==> config.mk <==
export PLATFORM = sky130hd
export DESIGN_NAME = imc_ctrl
export DESIGN_NICKNAME = d
export VERILOG_FILES = /design/src/rtl/imc_pkg.sv /design/src/rtl/imc_ctrl.sv
export SDC_FILE = /design/constraint.sdc
export NUM_CORES = 1
export LEC_CHECK = 0
export CAP_MARGIN = 10
export CORE_AREA = 2 2 39 41
export CTS_CLUSTER_DIAMETER = 200
export CTS_CLUSTER_SIZE = 28
export DETAILED_ROUTE_END_ITERATION = 8
export DIE_AREA = 0 0 41 43
export PLACE_DENSITY_LB_ADDON = 0.1
export SLEW_MARGIN = 20
export SYNTH_ARGS = -nofsm -noshare
export SYNTH_HDL_FRONTEND = slang
export SYNTH_SLANG_ARGS = --single-unit
==> constraint.sdc <==
create_clock -name clk_i -period 1.3 [get_ports clk_i]
set_input_delay 0.26 -clock clk_i [delete_from_list [all_inputs] [get_ports clk_i]]
set_output_delay 0.26 -clock clk_i [all_outputs]
set_load 0.005 [all_outputs]
==> src/rtl/imc_pkg.sv <==
// imc_pkg: state encoding, control bundle and per-state decode constants for imc_ctrl
package imc_pkg;

   typedef enum logic [2:0] {
      S_IDLE     = 3'd0,
      S_LOAD     = 3'd1,
      S_DET      = 3'd2,
      S_RECIP    = 3'd3,
      S_SCALE_AD = 3'd4,
      S_SCALE_BC = 3'd5,
      S_DONE     = 3'd6
   } state_t;

   typedef struct packed {
      logic valid;
      logic en_a;
      logic en_b;
      logic en_c;
      logic en_d;
      logic en_det;
      logic en_term;
      logic neg_b;
      logic sel_a;
      logic sel_b;
      logic sel_c;
      logic sel_d;
      logic sel_mul_a_0;
      logic sel_mul_b_0;
      logic sel_mul_a_1;
      logic sel_mul_b_1;
   } ctrl_t;

   localparam ctrl_t C_LOAD = '{en_a: 1'b1, en_b: 1'b1, en_c: 1'b1, en_d: 1'b1, default: 1'b0};
   localparam ctrl_t C_DET = '{en_det: 1'b1, neg_b: 1'b1, default: 1'b0};
   localparam ctrl_t C_RECIP = '{en_term: 1'b1, default: 1'b0};
   localparam ctrl_t C_SCALE_AD = '{en_a: 1'b1, en_d: 1'b1, sel_a: 1'b1, sel_d: 1'b1,
                                    sel_mul_a_0: 1'b1, sel_mul_a_1: 1'b1, sel_mul_b_1: 1'b1,
                                    default: 1'b0};
   localparam ctrl_t C_SCALE_BC = '{en_b: 1'b1, en_c: 1'b1, sel_b: 1'b1, sel_c: 1'b1,
                                    sel_mul_a_0: 1'b1, sel_mul_b_0: 1'b1, sel_mul_b_1: 1'b1,
                                    default: 1'b0};
   localparam ctrl_t C_DONE = '{valid: 1'b1, default: 1'b0};

endpackage

==> src/rtl/imc_ctrl.sv <==
// imc_ctrl: Moore sequencer driving a 2x2 matrix-inversion datapath
module imc_ctrl
   import imc_pkg::*;
(
   input  logic clk_i,
   input  logic rst_i,
   input  logic start_i,
   input  logic ack_i,
   output logic ready_o,
   output logic valid_o,
   output logic en_a_o,
   output logic en_b_o,
   output logic en_c_o,
   output logic en_d_o,
   output logic en_det_o,
   output logic en_term_o,
   output logic neg_b_o,
   output logic sel_a_o,
   output logic sel_b_o,
   output logic sel_c_o,
   output logic sel_d_o,
   output logic sel_mul_a_0_o,
   output logic sel_mul_b_0_o,
   output logic sel_mul_a_1_o,
   output logic sel_mul_b_1_o
);

   state_t state, state_nxt;
   ctrl_t  ctrl;

   // state register; reset returns to IDLE and aborts any inversion in flight
   always_ff @(posedge clk_i) begin
      if (rst_i) state <= S_IDLE;
      else       state <= state_nxt;
   end

   // next-state and per-state decode; unused encodings fall back to IDLE with everything low
   always_comb begin
      state_nxt = S_IDLE;
      ctrl      = '0;
      case (state)
         S_IDLE:     state_nxt = start_i ? S_LOAD : S_IDLE;
         S_LOAD:     begin ctrl = C_LOAD;     state_nxt = S_DET;      end
         S_DET:      begin ctrl = C_DET;      state_nxt = S_RECIP;    end
         S_RECIP:    begin ctrl = C_RECIP;    state_nxt = S_SCALE_AD; end
         S_SCALE_AD: begin ctrl = C_SCALE_AD; state_nxt = S_SCALE_BC; end
         S_SCALE_BC: begin ctrl = C_SCALE_BC; state_nxt = S_DONE;     end
         S_DONE:     begin ctrl = C_DONE;     state_nxt = ack_i ? S_IDLE : S_DONE; end
         default:    state_nxt = S_IDLE;
      endcase
   end

   // reset gates enables and valid immediately so no register is written on the reset edge
   assign ready_o       = (state == S_IDLE);
   assign valid_o       = ctrl.valid   & ~rst_i;
   assign en_a_o        = ctrl.en_a    & ~rst_i;
   assign en_b_o        = ctrl.en_b    & ~rst_i;
   assign en_c_o        = ctrl.en_c    & ~rst_i;
   assign en_d_o        = ctrl.en_d    & ~rst_i;
   assign en_det_o      = ctrl.en_det  & ~rst_i;
   assign en_term_o     = ctrl.en_term & ~rst_i;
   assign neg_b_o       = ctrl.neg_b;
   assign sel_a_o       = ctrl.sel_a;
   assign sel_b_o       = ctrl.sel_b;
   assign sel_c_o       = ctrl.sel_c;
   assign sel_d_o       = ctrl.sel_d;
   assign sel_mul_a_0_o = ctrl.sel_mul_a_0;
   assign sel_mul_b_0_o = ctrl.sel_mul_b_0;
   assign sel_mul_a_1_o = ctrl.sel_mul_a_1;
   assign sel_mul_b_1_o = ctrl.sel_mul_b_1;

endmodule

==> flow_summary.toml, run 1 <==
[run_status]
status = "finished, violations left"
violations = "setup timing"

[global_route]
grt_start_max_net_pins = 8
grt_usage_pct = 12.0
grt-ovfl-total = 0
grt_pass1_vias = 323
grt_pass1_wl_mm = 1.38
antenna_found_initial = 0

[logic_synthesis]
syn-instance-count = 34
yosysTopAreaCell = "buf_4"
ys_ff_latch = 3
ys.warnings.count = 0
synth_area_sq_um = 297
avgSynthCellArea_sq_um = 8.72
synth_top_area_share_pct = 22.8
yosys.cell_types.count = 16
synth_area_leaders = "buf_4 (23%), dfxtp_1 (20%), nor3_2 (10%), nor3b_1 (10%), a2111oi_2 (5.1%)"
syn_nets = 38
ys_seq_area_share_pct = 20.3

[timing]
worstMarginPinSlew_ps = 230
finalCritPeriodShare_pct = 109
finalHoldViolCount = 0
finClkSkew_ps = 5.70
tns_ps = -729
rsz0062_at_grt = "true"
max_freq_mhz = 707
relSlewSlack_pct = 84.6
slew_viol_final = 0
post-route-min-period_ps = 1410
setup_slack_ps = -115
finalSetupViolCount = 13

[drt]
viasPerCell = 4.19
firstDrtPassIters = 1
ant_nets = 0
drcViolationCount = 0
drt_wl_total_um = 884
first_iter_violations = 0
wire_per_inst_um = 11.2
vias = 331

[clock_tree]
h-tree-depth = 1
cts_buffer_depth = 2
clock_latency_ps = 240
clk_pin_slew_ps = 40
cts_made_buffers = 3
cts_tree = "built"
cts-root-buf = "clkbuf_4"
cts_num_sinks = 3

[placed_design]
gp_congestion = 0.618
port_buffers = 20
placed_cell_area_sq_um = 505
hpwlAfterDp_um = 592

[layout]
antenna_cells = 0
drive_above_1_share_pct = 81.0
nets = 68
regMostFlops = "state"
largest_reg_flops = 3
fillerInstances = 139
final_area_sq_um = 622
synthToLayoutAreaGrowth_pct = 110
reg_top3 = "state (3)"

[floorplan]
row_count = 14
die_h_um = 43
fp.dieArea_sq_um = 1760
fp.coreArea_sq_um = 1380
start_util_pct = 21.4
die_x_um = 41
ioPinCount = 21

[setup_path]
critPathCaptureType = "output port"
startpoint_type = "register"
worstSetupPathType = "reg -> out"
crit_fanout = 4
arrival_ps = 1150
worstPathRequired_ps = 1040

[power]
p_leak_uw = 0.000306
ir_worst_vdd_uv = 277
power_density_nw_per_um2 = 745

[min_path]
hp-class = "in -> reg"

[run]
drv_cap = 0
[report_power, final]
group / switching (uW) / internal, uW / total [uW]
Clock: 56.9 / 116 / 173
Sequential: 10.3 / 100 / 111
Combinational: 72.9 / 107 / 180
[routing by layer]
metal	share of wire [%]	global-route usage (%)	vias to the layer above
met4	2.8	12.0	0
li1	-	-	168
met2	60	17.8	10
met1	33	13.4	151
met5	0	0	-
met3	4.0	1.57	2
[per-stage QoR]
stage          setup slack, ps  total power [uW]  hold slack (ps)  instances  util (%)
2_1_floorplan             66.0               182              329         34         -
3_3_place_gp              -598               254              660         69      36.5
3_5_place_dp              -618               256              657         69      36.5
4_1_cts                   -130               451              565         76      41.2
5_1_grt                   -168               488              626         79      44.9
6_report                  -115               463              601         79      44.9
[timing repair]
action,4_1_cts,5_1_grt
endpoints found under the setup margin,17,16
gates resized for setup,87,5
buffers inserted,3,3
hold buffers,0,0
pin swaps,4,3
[critical path, stage by stage (launching register included)]
cell and delay [ps]:
dfxtp_4 340, and2b_1 220, buf_4 110, nor2b_4 130, buf_2 120
[worst paths after layout]
path / slack (ps) / to / cells past startpoint / start
setup / recovery: -110 / sel_mul_a_1_o / 4 / state[1]
hold / removal: 600 / state[2] / 3 / rst_i
setup reg to reg: 30 / state[0] / 5 / state[1]
hold reg to reg: 610 / state[0] / 2 / state[0]
[placed cells by master (no fill, tap or decap), types with 2 or more instances in the layout]
| cell | synthesis | final |
|---|---|---|
| clkdlybuf4s50_1 | 0 | 2 |
| buf_6 | 1 | 9 |
| buf_2 | 0 | 12 |
| nor3b_2 | 0 | 3 |
| nor3_2 | 3 | 5 |
| a21oi_1 | 2 | 2 |
| clkbuf_4 | 0 | 3 |
| buf_4 | 9 | 10 |
| dfxtp_4 | 0 | 2 |
[Yosys cell counts]
cell and count:
and2_1 1, nor3_2 3, a2111oi_2 1, xnor2_1 1, buf_6 1, nand2b_1 2, and2b_1 1, dfxtp_1 3
a21oi_1 2, nor3b_1 4, buf_4 9, nand2_1 1, nand3b_1 1, nor2b_1 1, o211a_1 1, nor3_1 2
[final cells by class]
| type | count | area (sq um) | share of cell area (%) |
|---|---|---|---|
| multi-input cells | 21 | 231 | 37.2 |
| clock buffers | 4 | 26.3 | 4.23 |
| flip-flops and latches | 3 | 68.8 | 11.1 |
| well taps | 16 | 20.0 | 3.22 |
| repair buffers | 35 | 275 | 44.3 |
[cell families (layout without fill, tap and decap cells)]
| kind of cell | after synthesis | in the layout | synth area share, % |
|---|---|---|---|
| compound gates | 4 | 4 | 11.8 |
| xor+xnor | 1 | 1 | 2.95 |
| buf+inv | 10 | 39 | 26.6 |
| flops | 3 | 3 | 20.3 |
| simple gates | 16 | 16 | 38.4 |
Power figures use the tool's default switching activity.
==> run 2: changes to the inputs <==
CAP_MARGIN = 30   (was 10)
SLEW_MARGIN = not set   (was 20)
==> results of run 2 <==
Final layout, timing and power as in run 1 (identical DEF).
